$ cat src/rtl/instr_encoder.sv
// instr_encoder: packs RV64 instruction fields into 32-bit words, flags range/alignment errors, buffers results in a DEPTH-entry valid/ready FIFO.
// Ports: clk, reset (sync, active-high); request side in_valid/in_ready with in_fmt, in_opcode, in_func3,
// in_func7, in_rd, in_rs1, in_rs2, in_imm; output side out_valid/out_ready with out_instr, out_err (FIFO head);
// err_cnt is a saturating count of accepted erroneous requests.
module instr_encoder #(
  parameter int DEPTH = 2,
  parameter int ERR_W = 8
) (
  input  logic             clk,
  input  logic             reset,
  input  logic             in_valid,
  output logic             in_ready,
  input  logic [2:0]       in_fmt,
  input  logic [6:0]       in_opcode,
  input  logic [2:0]       in_func3,
  input  logic [6:0]       in_func7,
  input  logic [4:0]       in_rd,
  input  logic [4:0]       in_rs1,
  input  logic [4:0]       in_rs2,
  input  logic [31:0]      in_imm,
  output logic             out_valid,
  input  logic             out_ready,
  output logic [31:0]      out_instr,
  output logic             out_err,
  output logic [ERR_W-1:0] err_cnt
);
  localparam int AW = $clog2(DEPTH);
  logic signed [31:0] s;
  logic               is_shift;
  logic [31:0]        enc_word;
  logic               enc_err;
  logic [32:0]        mem [DEPTH];
  logic [AW-1:0]      wr_ptr, rd_ptr;
  logic [AW:0]        cnt;
  logic               push, pop;
  always_comb begin
    s = $signed(in_imm);
    is_shift = (in_opcode == 7'b0010011 || in_opcode == 7'b0011011) && (in_func3 == 3'b001 || in_func3 == 3'b101);
    enc_word = '0;
    enc_err = 1'b0;
    case (in_fmt)
      3'd0: enc_word = {in_func7, in_rs2, in_rs1, in_func3, in_rd, in_opcode};
      3'd1: begin
        enc_word = is_shift ? {in_func7[6:1], in_imm[5:0], in_rs1, in_func3, in_rd, in_opcode}
                            : {in_imm[11:0], in_rs1, in_func3, in_rd, in_opcode};
        enc_err = is_shift ? (s < 0 || s > 63) : (s < -2048 || s > 2047);
      end
      3'd2: begin
        enc_word = {in_imm[11:5], in_rs2, in_rs1, in_func3, in_imm[4:0], in_opcode};
        enc_err = s < -2048 || s > 2047;
      end
      3'd3: begin
        enc_word = {in_imm[12], in_imm[10:5], in_rs2, in_rs1, in_func3, in_imm[4:1], in_imm[11], in_opcode};
        enc_err = s < -4096 || s > 4094 || in_imm[0];
      end
      3'd4: begin
        enc_word = {in_imm[31:12], in_rd, in_opcode};
        enc_err = in_imm[11:0] != 12'd0;
      end
      3'd5: begin
        enc_word = {in_imm[20], in_imm[10:1], in_imm[11], in_imm[19:12], in_rd, in_opcode};
        enc_err = s < -32'sd1048576 || s > 32'sd1048574 || in_imm[0];
      end
      default: enc_err = 1'b1;
    endcase
  end
  assign out_valid = cnt != '0;
  assign in_ready  = cnt != (AW+1)'(DEPTH) || out_ready;
  assign push      = in_valid && in_ready;
  assign pop       = out_valid && out_ready;
  // When empty, the slot just behind rd_ptr is the last popped entry and stays untouched until the
  // FIFO is non-empty again, so it provides the held output value (cleared by reset).
  assign {out_err, out_instr} = out_valid ? mem[rd_ptr] : mem[rd_ptr - AW'(1)];
  always_ff @(posedge clk) begin
    if (reset) begin
      wr_ptr  <= '0;
      rd_ptr  <= '0;
      cnt     <= '0;
      err_cnt <= '0;
      for (int i = 0; i < DEPTH; i++) mem[i] <= '0;
    end else begin
      if (push) begin
        mem[wr_ptr] <= {enc_err, enc_word};
        wr_ptr      <= wr_ptr + AW'(1);
      end
      if (pop) rd_ptr <= rd_ptr + AW'(1);
      cnt <= cnt + (AW+1)'(push) - (AW+1)'(pop);
      if (push && enc_err && !(&err_cnt)) err_cnt <= err_cnt + ERR_W'(1);
    end
  end
endmodule

$ cat config.mk
export PLATFORM = sky130hd
export DESIGN_NAME = instr_encoder
export DESIGN_NICKNAME = d
export VERILOG_FILES = /design/src/rtl/instr_encoder.sv
export SDC_FILE = /design/constraint.sdc
export NUM_CORES = 1
export LEC_CHECK = 0
export ABC_AREA = 1
export CAP_MARGIN = 5
export CORE_UTILIZATION = 55
export DETAILED_ROUTE_END_ITERATION = 8
export PLACE_DENSITY_LB_ADDON = 0.08
export SYNTH_ARGS = -nofsm -noshare
export SYNTH_HDL_FRONTEND = slang
export SYNTH_SLANG_ARGS = --single-unit
$ cat constraint.sdc
create_clock -name clk -period 6.1 [get_ports clk]
set_input_delay 0.915 -clock clk [delete_from_list [all_inputs] [get_ports clk]]
set_output_delay 0.915 -clock clk [all_outputs]
set_load 0.02 [all_outputs]
==> key figures, run 1 <==
Status
  – Result of the run: finished, final reports clean

Floorplanning
  – Die ar.: between 9000 and 10000 um^2
  – Initial cell density of the core: 0.568
  – Core area: 8720 um^2
  – Die width: 96.9 um
  – Rows: 34
  – Die Ht: 96.9 um
  – I/O pin count: 114

Synthesis
  – Syn Nets: 738
  – Synthesized area per cell: around 7.5 um^2
  – Gate Count Post-Synth: 664
  – FF+latch count, synth: 79
  – Synth unique cells: 34
  – Post-Syn Area: between 4000 and 5000 um^2
  – Seq/Total Area, Yosys: 0.453
  – Synth Warn #: 0

Critical path
  – Critical Path, Cell by Cell: inv_1, nor2_1, o22ai_1, clkdlybuf4s50_1
  – Startpoint Class: flip-flop
  – Critical-path maximum fanout: 37
  – Crit. End Element: output pin
  – CP arrival: 3.37 ns
  – R2R depth: 6
  – RR Startpoint: cnt[0]$_SDFF_PP0_
  – Worst path slowest cell: dfxtp_1
  – Setup slack, reg-to-reg: 3.27 ns
  – Worst r2r dst: mem[1][0]$_SDFFCE_PN0P_
  – Worst path max stage delay: 1.12 ns
  – WP data required: 5.18 ns
  – WS Path Type: reg2out

Route
  – Via density: between 5 and 6
  – Residual DRC count: 0
  – Per-cell routed wire length: 16.5 um
  – Drt first pass iters: 6
  – Iteration-0 DRC Markers: 465
  – Final wirelength: roughly 14 mm
  – Vias: 5044
  – Antenna Nets Post-Route: 0

Worst hold path
  – Worst Hold Class: reg2reg
  – Hold endpoint: err_cnt[1]$_SDFFE_PP0P_
  – HP Start: err_cnt[1]$_SDFFE_PP0P_
  – WHS Path Cells: 2

GRT
  – Largest net degree at the start of global routing: 38
  – Met3 Track Usage GR: 0.0426
  – Gr busiest metal: met2
  – M2 GR Usage: 0.536
  – Vias in the first global route: 4897
  – Initial antenna violation count: 0
  – Gr usage total: 0.312
  – First-pass GRT wire length: roughly 23 mm
  – Routing usage on met1: 0.392
  – Gr ovfl total: 0

Timing
  – Rel. slew slack: 0.203
  – Slew Viols, Final: 0
  – Final hold vios: 0
  – Crit share post-route: 0.702
  – Final setup vio count: 0
  – Final WS setup: 1.82 ns
  – RSZ-0062 raised after global routing: no
  – Slew @ Worst Pin: 1.19 ns
  – Setup TNS: 0 ns
  – Final min period: roughly 4.3 ns
  – Max Freq: 0.234 GHz
  – Worst Skew: 0.0133 ns

CTS
  – Worst-path clk slew: 0.08 ns
  – Worst skew pair latency: 0.35 ns
  – CTS buffer count: 9
  – Htree depth: 3
  – CTS tree: yes
  – # hold bufs at CTS: 0
  – CTS max path bufs: 2
  – Cts repair resizes: 0
  – Root Buffer: clkbuf_8
  – CTS Sinks: 79
  – Setup bufs post-CTS: 0

Placement
  – Final HPWL from detailed placement: approximately 11 mm
  – Pre-CTS setup slack: 2.14 ns
  – Placer Congestion: 1.06
  – Port bufs: between 100 and 150
  – DP Area: 6130 um^2
  – Inst Count DP: approximately 860

Cells and area
  – Finished Layout Cells: 875
  – Post-route cell area: 6310 um^2
  – # diodes: 0
  – Multi-input gate area: ~2300 um^2
  – Reg area: 2240 um^2
  – Layout cells sized above 1: 0.0574
  – FILL cells: a little under 700
  – Final core utilization: 0.724
  – Final nets: 836
  – Area Overhead vs Synth: 27.6%

Power and ir drop
  – Leak pwr: 2.64 nW
  – PwrDens: 363 nW/um^2
  – Peak supply drop: 173 uV

Job
  – Max-cap viol count: 0
==> layer usage <==
layer / part of all wire / vias to the layer above
li1: - / 2417
met1: 0.41 / 2309
met2: 0.48 / 283
met3: 0.078 / 35
met4: 0.029 / 0
met5: 0 / -
==> worst max-delay path by stage <==
stage,startpoint,to,depth (start not counted)
2_1_floorplan,out_ready,mem[1][0]$_SDFFCE_PN0P_,7
3_3_place_gp,reset,mem[1][9]$_SDFFCE_PN0P_,7
3_5_place_dp,reset,mem[1][18]$_SDFFCE_PN0P_,7
4_1_cts,rd_ptr$_SDFFE_PP0P_,out_instr[24],4
5_1_grt,rd_ptr$_SDFFE_PP0P_,out_instr[24],4
6_report,rd_ptr$_SDFFE_PP0P_,out_instr[29],4
==> synthesized netlist by cell type <==
master	number	area (um^2)
clkbuf_1	24	90.1
a22o_1	3	26.3
nor2_1	148	556
a22oi_1	4	30.0
nand3_2	1	10.0
nand3_1	26	130
or2_2	5	31.3
inv_2	6	22.5
edfxtp_1	66	1980
a21oi_1	15	75.1
nand2_2	1	6.26
ha_1	3	37.5
nand3b_1	2	15.0
nor3_1	18	90.1
nand2_1	115	432
buf_1	1	3.75
a31oi_2	1	12.5
o21bai_4	1	18.8
a221oi_1	5	43.8
a31oi_1	1	6.26
o211ai_1	1	7.51
buf_2	5	25.0
dfxtp_1	13	260
nor2_4	4	45.0
o22ai_1	36	225
xor2_1	4	35.0
o22ai_2	1	12.5
o21ai_0	71	355
nor2_2	4	25.0
inv_1	69	259
nand2_4	2	22.5
o21bai_1	1	7.51
nand4_1	4	25.0
xnor2_1	3	26.3
==> cell families (layout without fill, tap and decap cells) <==
| kind of cell | count (synthesis) | count (layout) | share of synthesized area |
|---|---|---|---|
| AOI/OAI and AO/OA | 140 | 140 | 0.166 |
| xor gates and xnor gates | 7 | 7 | 0.0124 |
| adders and majority gates | 3 | 3 | 0.00758 |
| buffers and inverters | 105 | 208 | 0.0809 |
| DFF | 79 | 79 | 0.453 |
| and+or+nand+nor | 330 | 330 | 0.280 |
==> cells in the final DEF (no fill, tap or decap), types with 5 or more instances in the layout <==
cell type	n
nor3_1	18
clkdlybuf4s50_1	113
o21ai_0	71
or2_2	5
inv_2	6
dfxtp_1	13
clkbuf_8	9
edfxtp_1	66
nand2_1	115
o22ai_1	36
inv_1	69
a21oi_1	15
nand3_1	26
a221oi_1	5
nor2_1	148
==> flip-flops by register name (all words and copies together) (netlist names), named ones only <==
signal   flops
rd_ptr       1
wr_ptr       1
cnt          2
mem         66
err_cnt      8
==> stage by stage <==
step / total power, mW / hold slack (ns)
floorplan: 1.39 / 0.444
global placement: 1.88 / 0.467
detailed placement: 1.92 / 0.491
CTS: 2.28 / 0.502
global route: 2.41 / 0.533
finish: 2.30 / 0.504
==> power breakdown <==
group	internal (mW)	switching [mW]
clock	0.185	0.185
sequential	0.643	0.0492
combinational	0.510	0.722
total	1.34	0.956
==> cell type report <==
class / count / area share
Clock buffer: 9 / 0.0196
Tap cell: 108 / 0.0214
Clock inverter: 7 / 0.0101
Timing Repair Buffer: 117 / 0.184
Multi-Input combinational cell: 480 / 0.365
Inverter: 75 / 0.0446
Sequential cell: 79 / 0.355
==> worst max-delay path, delay by kind of cell (launching register included) <==
kind,cells,cell delay (ns)
buffers and inverters,2,1.41
flip-flops,1,1.12
AND/OR/NAND/NOR,1,0.36
AO/OA/AOI/OAI,1,0.13
Note: power is estimated with default switching activity, not from simulation.
==> inputs of run 2 (changes only) <==
--- a/config.mk
+++ b/config.mk
@@ -7,7 +7,7 @@
 export LEC_CHECK = 0
 export ABC_AREA = 1
 export CAP_MARGIN = 5
-export CORE_UTILIZATION = 55
+export CORE_UTILIZATION = 46
 export DETAILED_ROUTE_END_ITERATION = 8
 export PLACE_DENSITY_LB_ADDON = 0.08
 export SYNTH_ARGS = -nofsm -noshare
==> constraint.sdc (replaced) <==
create_clock -name clk -period 3.76 [get_ports clk]
set_input_delay 0.564 -clock clk [delete_from_list [all_inputs] [get_ports clk]]
set_output_delay 0.564 -clock clk [all_outputs]
set_load 0.02 [all_outputs]
==> run 2 against run 1 <==
Clock-buffer cell count unchanged. Non-clock buffer count up 6. Clock power up 84%. Sequential share of layout area down 0.57 points. Combinational power up 66%. Setup slack worse by 1.1 ns. Routed wire length up 3.2%. Global-route usage down 3.7 points. Sequential power up 58%. Final cell count up 3.9%. Critical path type unchanged.
==> key figures, run 2 (same netlist as run 1, synthesis figures left out) <==
Status
  – Result of the run: finished, final reports clean

Power and ir drop
  – Peak supply drop: 366 uV (+110%)
  – Combinational power share: 0.535 (-0.002)
  – Sw Ratio: 0.408 (-0.00846)
  – Net Sw Power: 1.55 mW (+63%)
  – Internal power: 2.25 mW (+68%)
  – PwrDens: 593 nW/um^2 (+63%)
  – Clock power share: 0.179 (+0.018)
  – Leak pwr: 2.68 nW (+1.6%)
  – Seq pwr share: 0.286 (-0.016)

GRT
  – Gr ovfl total: 0 (unchanged)
  – Largest net degree at the start of global routing: 37 (-2.6%)
  – Initial antenna violation count: 0 (unchanged)
  – Gr usage total: 0.275 (-0.0366)
  – First-pass GRT wire length: 23.9 mm (+3.4%)
  – Vias in the first global route: 4801 (-2.0%)

Placement
  – Final HPWL from detailed placement: 10.8 mm (+3.0%)
  – Placer Congestion: 0.997 (-5.7%)
  – Inst Count DP: 893 (+4.0%)
  – Port bufs: 113 (unchanged)

Critical path
  – Critical-path maximum fanout: 21 (-43%)
  – Setup slack, reg-to-reg: 1.50 ns (-1.77 ns)
  – Worst r2r dst: mem[1][12]$_SDFFCE_PN0P_
  – Startpoint Class: flip-flop
  – WS Path Type: reg2out
  – Crit. End Element: output pin
  – RR Startpoint: cnt[0]$_SDFF_PP0_
  – CP arrival: 2.50 ns (-0.87 ns)
  – R2R depth: 6 (unchanged)
  – WP data required: 3.20 ns (-1.98 ns)

CTS
  – Root Buffer: clkbuf_8
  – # hold bufs at CTS: 0 (unchanged)
  – CTS Sinks: 79 (unchanged)
  – Htree depth: 3 (unchanged)
  – CTS buffer count: 9 (unchanged)
  – Cts repair resizes: 0 (unchanged)
  – CTS tree: yes
  – Setup bufs post-CTS: 0 (unchanged)
  – Worst-path clk slew: 0.08 ns (about the same)
  – Worst skew pair latency: 0.36 ns (about the same)
  – CTS max path bufs: 2 (unchanged)

Route
  – Final wirelength: 14.9 mm (+3.2%)
  – Drt first pass iters: 5 (-1)
  – Per-cell routed wire length: 16.4 um (-0.66%)
  – Vias: 5027 (-0.34%)
  – Residual DRC count: 0 (unchanged)
  – Iteration-0 DRC Markers: 435 (-6.5%)
  – Via density: 5.53 (-4.1%)
  – Antenna Nets Post-Route: 0 (unchanged)

Floorplanning
  – Rows: 37 (+8.8%)
  – Die width: 106 um (+9.2%)
  – Core area: 10400 um^2 (+19%)
  – Initial cell density of the core: 0.477 (-0.0903)
  – Die ar.: 11200 um^2 (+19%)
  – I/O pin count: 114 (unchanged)
  – Die Ht: 106 um (+9.2%)

Cells and area
  – Commonest non-fill, non-tap cells in the layout: nor2_1 (148), nand2_1 (115), clkdlybuf4s50_1 (113)
  – Most common cell after layout, fill and taps aside: nor2_1
  – Max reg flops: 66 (unchanged)
  – Final nets: 842 (+0.72%)
  – Area Overhead vs Synth: 29.7%
  – Largest register by flop count: mem
  – Final core utilization: 0.619 (-0.105)
  – Finished Layout Cells: 909 (+3.9%)
  – Largest regs: mem x66, err_cnt x8, cnt x2
  – Layout cells sized above 1: 0.0673 (+0.00990)
  – # diodes: 0 (unchanged)

Timing
  – Slew Viols, Final: 0 (unchanged)
  – RSZ-0062 raised after global routing: no
  – Setup TNS: 0 ns (unchanged)
  – Worst Skew: 0.00716 ns (-0.00615 ns)
  – Final setup vio count: 0 (unchanged)
  – Rel. slew slack: 0.332 (+0.129)
  – Crit share post-route: 0.814
  – Slew @ Worst Pin: 1.00 ns (-0.193 ns)
  – Max Freq: 0.327 GHz
  – Final min period: 3.06 ns
  – Final hold vios: 0 (unchanged)

Job
  – Max-cap viol count: 0 (unchanged)

Worst hold path
  – Hold endpoint: wr_ptr$_SDFFE_PP0P_
  – HP Start: wr_ptr$_SDFFE_PP0P_
  – Worst Hold Class: reg2reg
  – WHS Path Cells: 2 (unchanged)
-- run 2: per-layer routing --
metal	wire length (um)	GRT usage	part of all wire	vias up
li1	-	-	-	2429
met1	6550	0.368	0.44	2325
met2	7100	0.451	0.48	249
met3	977	0.0359	0.065	24
met4	293	0.109	0.020	0
met5	0	0	0	-
-- run 2: power groups by stage --
stage | logic, mW | registers (mW) | clock network, mW
final | 2.04 | 1.09 | 0.680
after global routing | 2.20 | 1.10 | 0.726
after CTS | 2.04 | 1.09 | 0.690
after detailed placement | 2.03 | 1.11 | 0
after global placement | 2.00 | 1.10 | 0
after floorplan | 1.15 | 1.10 | 0
-- run 2: critical path, cell delays in order (launching register included) --
cell and delay [ns]:
dfxtp_1 0.39, nor2_1 0.08, inv_1 0.32, buf_4 0.32
o21ai_0 0.12, o22ai_1 0.26, clkdlybuf4s50_1 0.66
-- run 2: cell type report --
| class | count | area [um^2] |
|---|---|---|
| clock buffer | 9 | 124 |
| clock inverter | 7 | 87.6 |
| multi-input combinational | 480 | 2310 |
| inverter | 75 | 282 |
| tap | 136 | 170 |
| sequential | 79 | 2240 |
| fill | 948 | 3950 |
| timing repair buffer | 123 | 1210 |
-- run 2: worst max path at each step --
stage                                 start                       end  cells after the start
after floorplan                   out_ready   mem[1][0]$_SDFFCE_PN0P_                      7
after global placement                reset  mem[1][16]$_SDFFCE_PN0P_                      7
after detailed placement              reset  mem[1][17]$_SDFFCE_PN0P_                      7
after CTS                 cnt[1]$_SDFF_PP0_             out_instr[21]                      6
after global routing      cnt[1]$_SDFF_PP0_             out_instr[23]                      6
final                     cnt[1]$_SDFF_PP0_             out_instr[23]                      6
-- run 2: stage by stage --
step	cell area (um^2)	setup slack, ns	power, mW	hold slack, ns
after floorplan	4950	1.03	2.25	0.444
after CTS	6420	0.691	3.82	0.498
after detailed placement	6210	0.677	3.14	0.484
final	6420	0.701	3.81	0.498
after global routing	6420	0.554	4.03	0.530
after global placement	6210	0.729	3.11	0.464
